$ cat config.mk
export PLATFORM = sky130hd
export DESIGN_NAME = wb_regfile_stage
export DESIGN_NICKNAME = d
export VERILOG_FILES = /design/src/rtl/pipeline_pkg.sv /design/src/rtl/regfile_2r1w.sv /design/src/rtl/wb_regfile_stage.sv
export SDC_FILE = /design/constraint.sdc
export NUM_CORES = 2
export LEC_CHECK = 0
export BUFFER_PORTS_ARGS = -buffer_cell sky130_fd_sc_hd__buf_2
export CAP_MARGIN = 15
export CORE_MARGIN = 3
export CORE_UTILIZATION = 44
export CTS_BUF_LIST = sky130_fd_sc_hd__clkbuf_8
export CTS_CLUSTER_SIZE = 12
export DETAILED_ROUTE_END_ITERATION = 10
export GPL_TIMING_DRIVEN = 0
export SYNTH_ARGS = -nofsm -noshare
export SYNTH_HDL_FRONTEND = slang
export SYNTH_HIERARCHICAL = 1
export SYNTH_SLANG_ARGS = --single-unit
$ cat constraint.sdc
create_clock -name clk -period 5.5 [get_ports clk]
set_input_delay 0.55 -clock clk [delete_from_list [all_inputs] [get_ports clk]]
set_output_delay 0.55 -clock clk [all_outputs]
set_load 0.02 [all_outputs]
$ cat src/rtl/pipeline_pkg.sv
// rtl/pipeline_pkg.sv - shared pipeline encodings and width defaults
package pipeline_pkg;

  localparam int DATA_W_DEF = 32;
  localparam int ADDR_W_DEF = 5;

  typedef enum logic [1:0] {
    WB_SEL_ALU  = 2'b00,
    WB_SEL_MEM  = 2'b01,
    WB_SEL_LINK = 2'b10,
    WB_SEL_RSVD = 2'b11
  } wb_sel_e;

  localparam logic [4:0] REG_ZERO = 5'd0;

endpackage

$ cat src/rtl/regfile_2r1w.sv
// rtl/regfile_2r1w.sv - integer register file, one write port, rs/rt/debug reads
// Register 0 is hard-wired to zero; reads see the write being committed this cycle.
module regfile_2r1w
  import pipeline_pkg::*;
#(
  parameter int DATA_W = DATA_W_DEF,
  parameter int ADDR_W = ADDR_W_DEF
) (
  input  logic              clk,
  input  logic              rst_n,
  input  logic              we,
  input  logic [ADDR_W-1:0] waddr,
  input  logic [DATA_W-1:0] wdata,
  input  logic [ADDR_W-1:0] ra_addr,
  input  logic [ADDR_W-1:0] rb_addr,
  input  logic [ADDR_W-1:0] dbg_addr,
  output logic [DATA_W-1:0] ra_data,
  output logic [DATA_W-1:0] rb_data,
  output logic [DATA_W-1:0] dbg_data
);

  localparam int DEPTH = 1 << ADDR_W;
  localparam logic [ADDR_W-1:0] ZERO_IDX = ADDR_W'(REG_ZERO);

  logic [DATA_W-1:0] regs_q [DEPTH];
  logic [DATA_W-1:0] regs_d [DEPTH];
  logic [DATA_W-1:0] dbg_q;
  logic [DATA_W-1:0] dbg_d;
  logic              wr_en;

  assign wr_en = we && (waddr != ZERO_IDX);

  function automatic logic [DATA_W-1:0] read_port(
    input logic [ADDR_W-1:0] addr,
    input logic              wen,
    input logic [ADDR_W-1:0] wa,
    input logic [DATA_W-1:0] wd,
    input logic [DATA_W-1:0] stored
  );
    if (addr == ZERO_IDX) begin
      return '0;
    end else if (wen && (addr == wa)) begin
      return wd;
    end else begin
      return stored;
    end
  endfunction

  always_comb begin
    regs_d = regs_q;
    if (wr_en) begin
      regs_d[waddr] = wdata;
    end
    regs_d[0] = '0;
  end

  always_comb begin
    ra_data = '0;
    rb_data = '0;
    dbg_d   = '0;
    ra_data = read_port(ra_addr, wr_en, waddr, wdata, regs_q[ra_addr]);
    rb_data = read_port(rb_addr, wr_en, waddr, wdata, regs_q[rb_addr]);
    dbg_d   = read_port(dbg_addr, wr_en, waddr, wdata, regs_q[dbg_addr]);
  end

  always_ff @(posedge clk or negedge rst_n) begin
    if (!rst_n) begin
      for (int i = 0; i < DEPTH; i++) begin
        regs_q[i] <= '0;
      end
      dbg_q <= '0;
    end else begin
      regs_q <= regs_d;
      dbg_q  <= dbg_d;
    end
  end

  assign dbg_data = dbg_q;

endmodule

$ cat src/rtl/wb_regfile_stage.sv
// rtl/wb_regfile_stage.sv - write-back select, register file and committed-write counter
// Forwarding outputs (outWbData/outWbValid) are combinational from the MEM/WB inputs.
module wb_regfile_stage
  import pipeline_pkg::*;
#(
  parameter int DATA_W = DATA_W_DEF,
  parameter int ADDR_W = ADDR_W_DEF,
  parameter int CNT_W  = 32
) (
  input  logic              clk,
  input  logic              reset,
  input  logic              inRegWrite,
  input  logic [1:0]        inMemtoReg,
  input  logic [ADDR_W-1:0] inWriteReg,
  input  logic [DATA_W-1:0] inAluLatch,
  input  logic [DATA_W-1:0] inLoadWordDividerMEM,
  input  logic [DATA_W-1:0] inPcPlus8,
  input  logic [ADDR_W-1:0] inRsAddr,
  input  logic [ADDR_W-1:0] inRtAddr,
  input  logic [ADDR_W-1:0] inDbgAddr,
  output logic [DATA_W-1:0] outRsData,
  output logic [DATA_W-1:0] outRtData,
  output logic [DATA_W-1:0] outDbgData,
  output logic [DATA_W-1:0] outWbData,
  output logic              outWbValid,
  output logic [CNT_W-1:0]  outWriteCount
);

  logic [DATA_W-1:0] wb_data;
  logic              commit;
  logic [CNT_W-1:0]  write_count_q;
  logic [CNT_W-1:0]  write_count_d;

  // Reserved select 11 (and an unknown select) falls back to the ALU result.
  always_comb begin
    wb_data = inAluLatch;
    case (inMemtoReg)
      WB_SEL_MEM:  wb_data = inLoadWordDividerMEM;
      WB_SEL_LINK: wb_data = inPcPlus8;
      default:     wb_data = inAluLatch;
    endcase
  end

  assign commit = inRegWrite && (inWriteReg != ADDR_W'(REG_ZERO));

  always_comb begin
    write_count_d = write_count_q;
    if (commit) begin
      write_count_d = write_count_q + CNT_W'(1);
    end
  end

  always_ff @(posedge clk or negedge reset) begin
    if (!reset) begin
      write_count_q <= '0;
    end else begin
      write_count_q <= write_count_d;
    end
  end

  regfile_2r1w #(
    .DATA_W (DATA_W),
    .ADDR_W (ADDR_W)
  ) u_regfile (
    .clk      (clk),
    .rst_n    (reset),
    .we       (inRegWrite),
    .waddr    (inWriteReg),
    .wdata    (wb_data),
    .ra_addr  (inRsAddr),
    .rb_addr  (inRtAddr),
    .dbg_addr (inDbgAddr),
    .ra_data  (outRsData),
    .rb_data  (outRtData),
    .dbg_data (outDbgData)
  );

  assign outWbData     = wb_data;
  assign outWbValid    = commit;
  assign outWriteCount = write_count_q;

endmodule

==> metrics <==
status finished, violations left; failing checks setup timing; Worst R2R End u_regfile/dbg_data[20]$_DFF_PN0_; WHS Endpoint u_regfile/regs_q[4]$_DFFE_PN0P_; CTS Buf Count 187; Rows 139; clock skew 0.0273 ns; Worst slew margin 6.03%; Die H 388 um; antenna violations before repair 21; Max Clk Rate 174 MHz; largest fanout on the critical path 10; final non-filler cell total 7088; CTS tree done; largest net degree at the start of global routing 165; Yosys top cell area share 41.2%; fin worst setup slack -0.232 ns; dominant cell type by area after synthesis dfrtp_1; worst skew pair latency 0.97 ns; DIE AREA 0.150 mm2; Post-Syn Area 0.0641 mm2; total power 26000 uW; setup violators final 2; setup_tns -0.280 ns; number of DRC markers in iteration 0 7358; WS Path Type input port to output port; share of power burned in registers 40.8%; post-DP HPWL 233 mm; routed len/inst 41.4 um; max cap viols 0; origin of the critical flop-to-flop path u_regfile/regs_q[52]$_DFFE_PN0P_; Reg2Reg Setup Slack 3.20 ns; CP Data Required Time 4.95 ns; P_leak 0.0315 uW; final wirelength 294 mm; WHS 0.0880 ns; register area share after synthesis 41.2%; pwr dens 359 mW/mm2; HP Start inAluLatch[4]; worst slack, placed 0.00922 ns; Hold Fails Final Rpt 0; top-count cell post-synth mux2_2; I/O Buffers 269; layout cells sized above 1 49.5%; syn_nets 4634; share of flip-flops with an asynchronous set or reset 100%; Primary FF master, synth dfrtp_1; Tightest Hold Check Type input port to flop; Period Utilization, post-route 104%; number of vias per cell 7.00; drt drc 0; Cells after DPL 6735; combinational power share 28.9%; Pre-Repair DR Iteration Count 8; Max clock buf depth 3; GR Overflow Total 0; NetSw 9100 uW; starting density of the core 44.4%; Peak supply drop 262 uV; R2R cell count 4; Yosys reg bits 1056; Slew Viols, Final 0; first-pass GRT wire length 397 mm; number of flops mapped to enable cells by yosys 0; Mapped Avg Cell Area 14.2 um2; vias in the first global route 47300; P&R area growth vs syn 13.2%; htree depth 4; P_int 16900 uW; Syn. warnings 6; RSZ-0062 raised after global routing false; GP Congestion 1.06; Synth cell types 58; Hold Path Cell Cnt 4; clock root buffer master clkbuf_8; slew at the pin closest to its max-slew limit 1.41 ns; clock network power share 30.3%; largest cells by area after synthesis dfrtp_1, mux4_2, mux2_2; core area 0.144 mm2; die width 388 um; Final Critical Period 5.73 ns; Critical Path AT 5.18 ns; # IOs 282; Tot GR Track Use 38.6%; Final nets 5147; endpoint kind of the worst setup timing path output port; routed via count 49600; number of clock sinks 1056; Post-Synthesis Cells 4510; Worst-path clk slew 0.06 ns; DRT antenna net count 0; top cells by count, synth mux2_2, dfrtp_1, mux4_2; Sw Share 35.0%; Worst setup SP type input port
flip-flops by register name, summed over array words and instances (netlist names):
name	count
u_regfile/dbg_data	32
outWriteCount	32
u_regfile/regs_q	992
cells in the final DEF, fill, tap and decap left out, types with 21 or more instances in the layout:
cell type,Yosys,layout
buf_1,84,80
mux2i_1,72,72
o21ai_1,0,32
a21oi_1,71,71
clkbuf_1,295,292
nor2b_1,25,25
o21ai_0,112,80
a221o_1,34,34
buf_4,16,47
nor2_1,101,101
nor3_1,60,60
a22oi_1,135,135
clkbuf_8,0,247
o22ai_1,38,38
clkinv_2,0,25
inv_1,11,63
buf_2,118,391
nand2_1,110,110
mux2_2,1088,1088
nand3_1,37,37
xor2_1,29,29
a211o_1,24,24
dfrtp_1,1056,1056
a2111oi_0,29,29
mux4_2,690,690
o2bb2ai_1,23,23
and3_1,21,21
a221oi_1,71,70
worst max-delay path by stage:
stage	from	endpoint	depth (start not counted)
after detailed placement	inRtAddr[0]	outRtData[10]	10
after global routing	inRtAddr[1]	outRtData[30]	9
after floorplan	inMemtoReg[0]	outRtData[20]	8
after CTS	inRtAddr[0]	outRtData[10]	10
after global placement	reset	u_regfile/regs_q[11]$_DFFE_PN0P_	1
final	inRtAddr[1]	outRtData[30]	9
power by group through the flow:
| stage | clock network (uW) | logic, uW | registers, uW |
|---|---|---|---|
| 2_1_floorplan | 0 | 4490 | 10300 |
| 3_3_place_gp | 0 | 7010 | 10600 |
| 3_5_place_dp | 0 | 7160 | 10700 |
| 4_1_cts | 7990 | 7190 | 10500 |
| 5_1_grt | 8340 | 7680 | 10800 |
| 6_report | 7880 | 7530 | 10600 |
metrics by stage:
| stage | utilization (%) | instance area, um2 |
|---|---|---|
| 3_5_place_dp | 47.5 | 68500 |
| 3_3_place_gp | 47.0 | 67800 |
| 2_1_floorplan | - | 64100 |
| 5_1_grt | 50.3 | 72500 |
| 6_report | 50.3 | 72500 |
| 4_1_cts | 50.3 | 72500 |
metal layers:
layer	GRT usage, %	vias up	routed length, um
li1	-	19100	-
met1	50.3	26100	111000
met2	53.5	3700	122000
met3	18.1	720	43100
met4	19.9	4	17600
met5	0.829	-	184
worst max-delay path: stages:
cell and delay (ns):
buf_2 0.20, clkbuf_1 0.88, clkbuf_1 0.90, clkbuf_1 1.02
a221oi_1 0.19, nor3_1 0.43, o21ai_0 0.15, o21ai_0 0.54
buf_2 0.28
layout make-up:
type	instances	area, um2
buffer	521	2230
fill	12500	71600
multi-input combinational	2922	35400
inverter	11	41.3
timing repair buffer	324	2040
antenna	9	22.5
clock inverter	95	594
clock buffer	247	3400
tap	1903	2380
sequential	1056	26400
what timing repair did:
item,4_1_cts,5_1_grt
setup endpoints to repair,0,3
hold buffers,1,0
setup buffers,0,0
endpoints found under the hold margin,95,0
resized for setup,0,3
cells by family (layout without fill, tap and decap cells):
kind of cell	Yosys count	after routing	synth area share, %
other cells	0	9	0
fa+ha+maj	3	3	0.0586
buf+inv	532	1198	3.53
compound gates	612	612	6.87
mux	1850	1850	44.5
simple gates	411	411	3.17
flops	1056	1056	41.2
xor+xnor	46	46	0.629
Note: power is estimated with default switching activity, not from simulation.
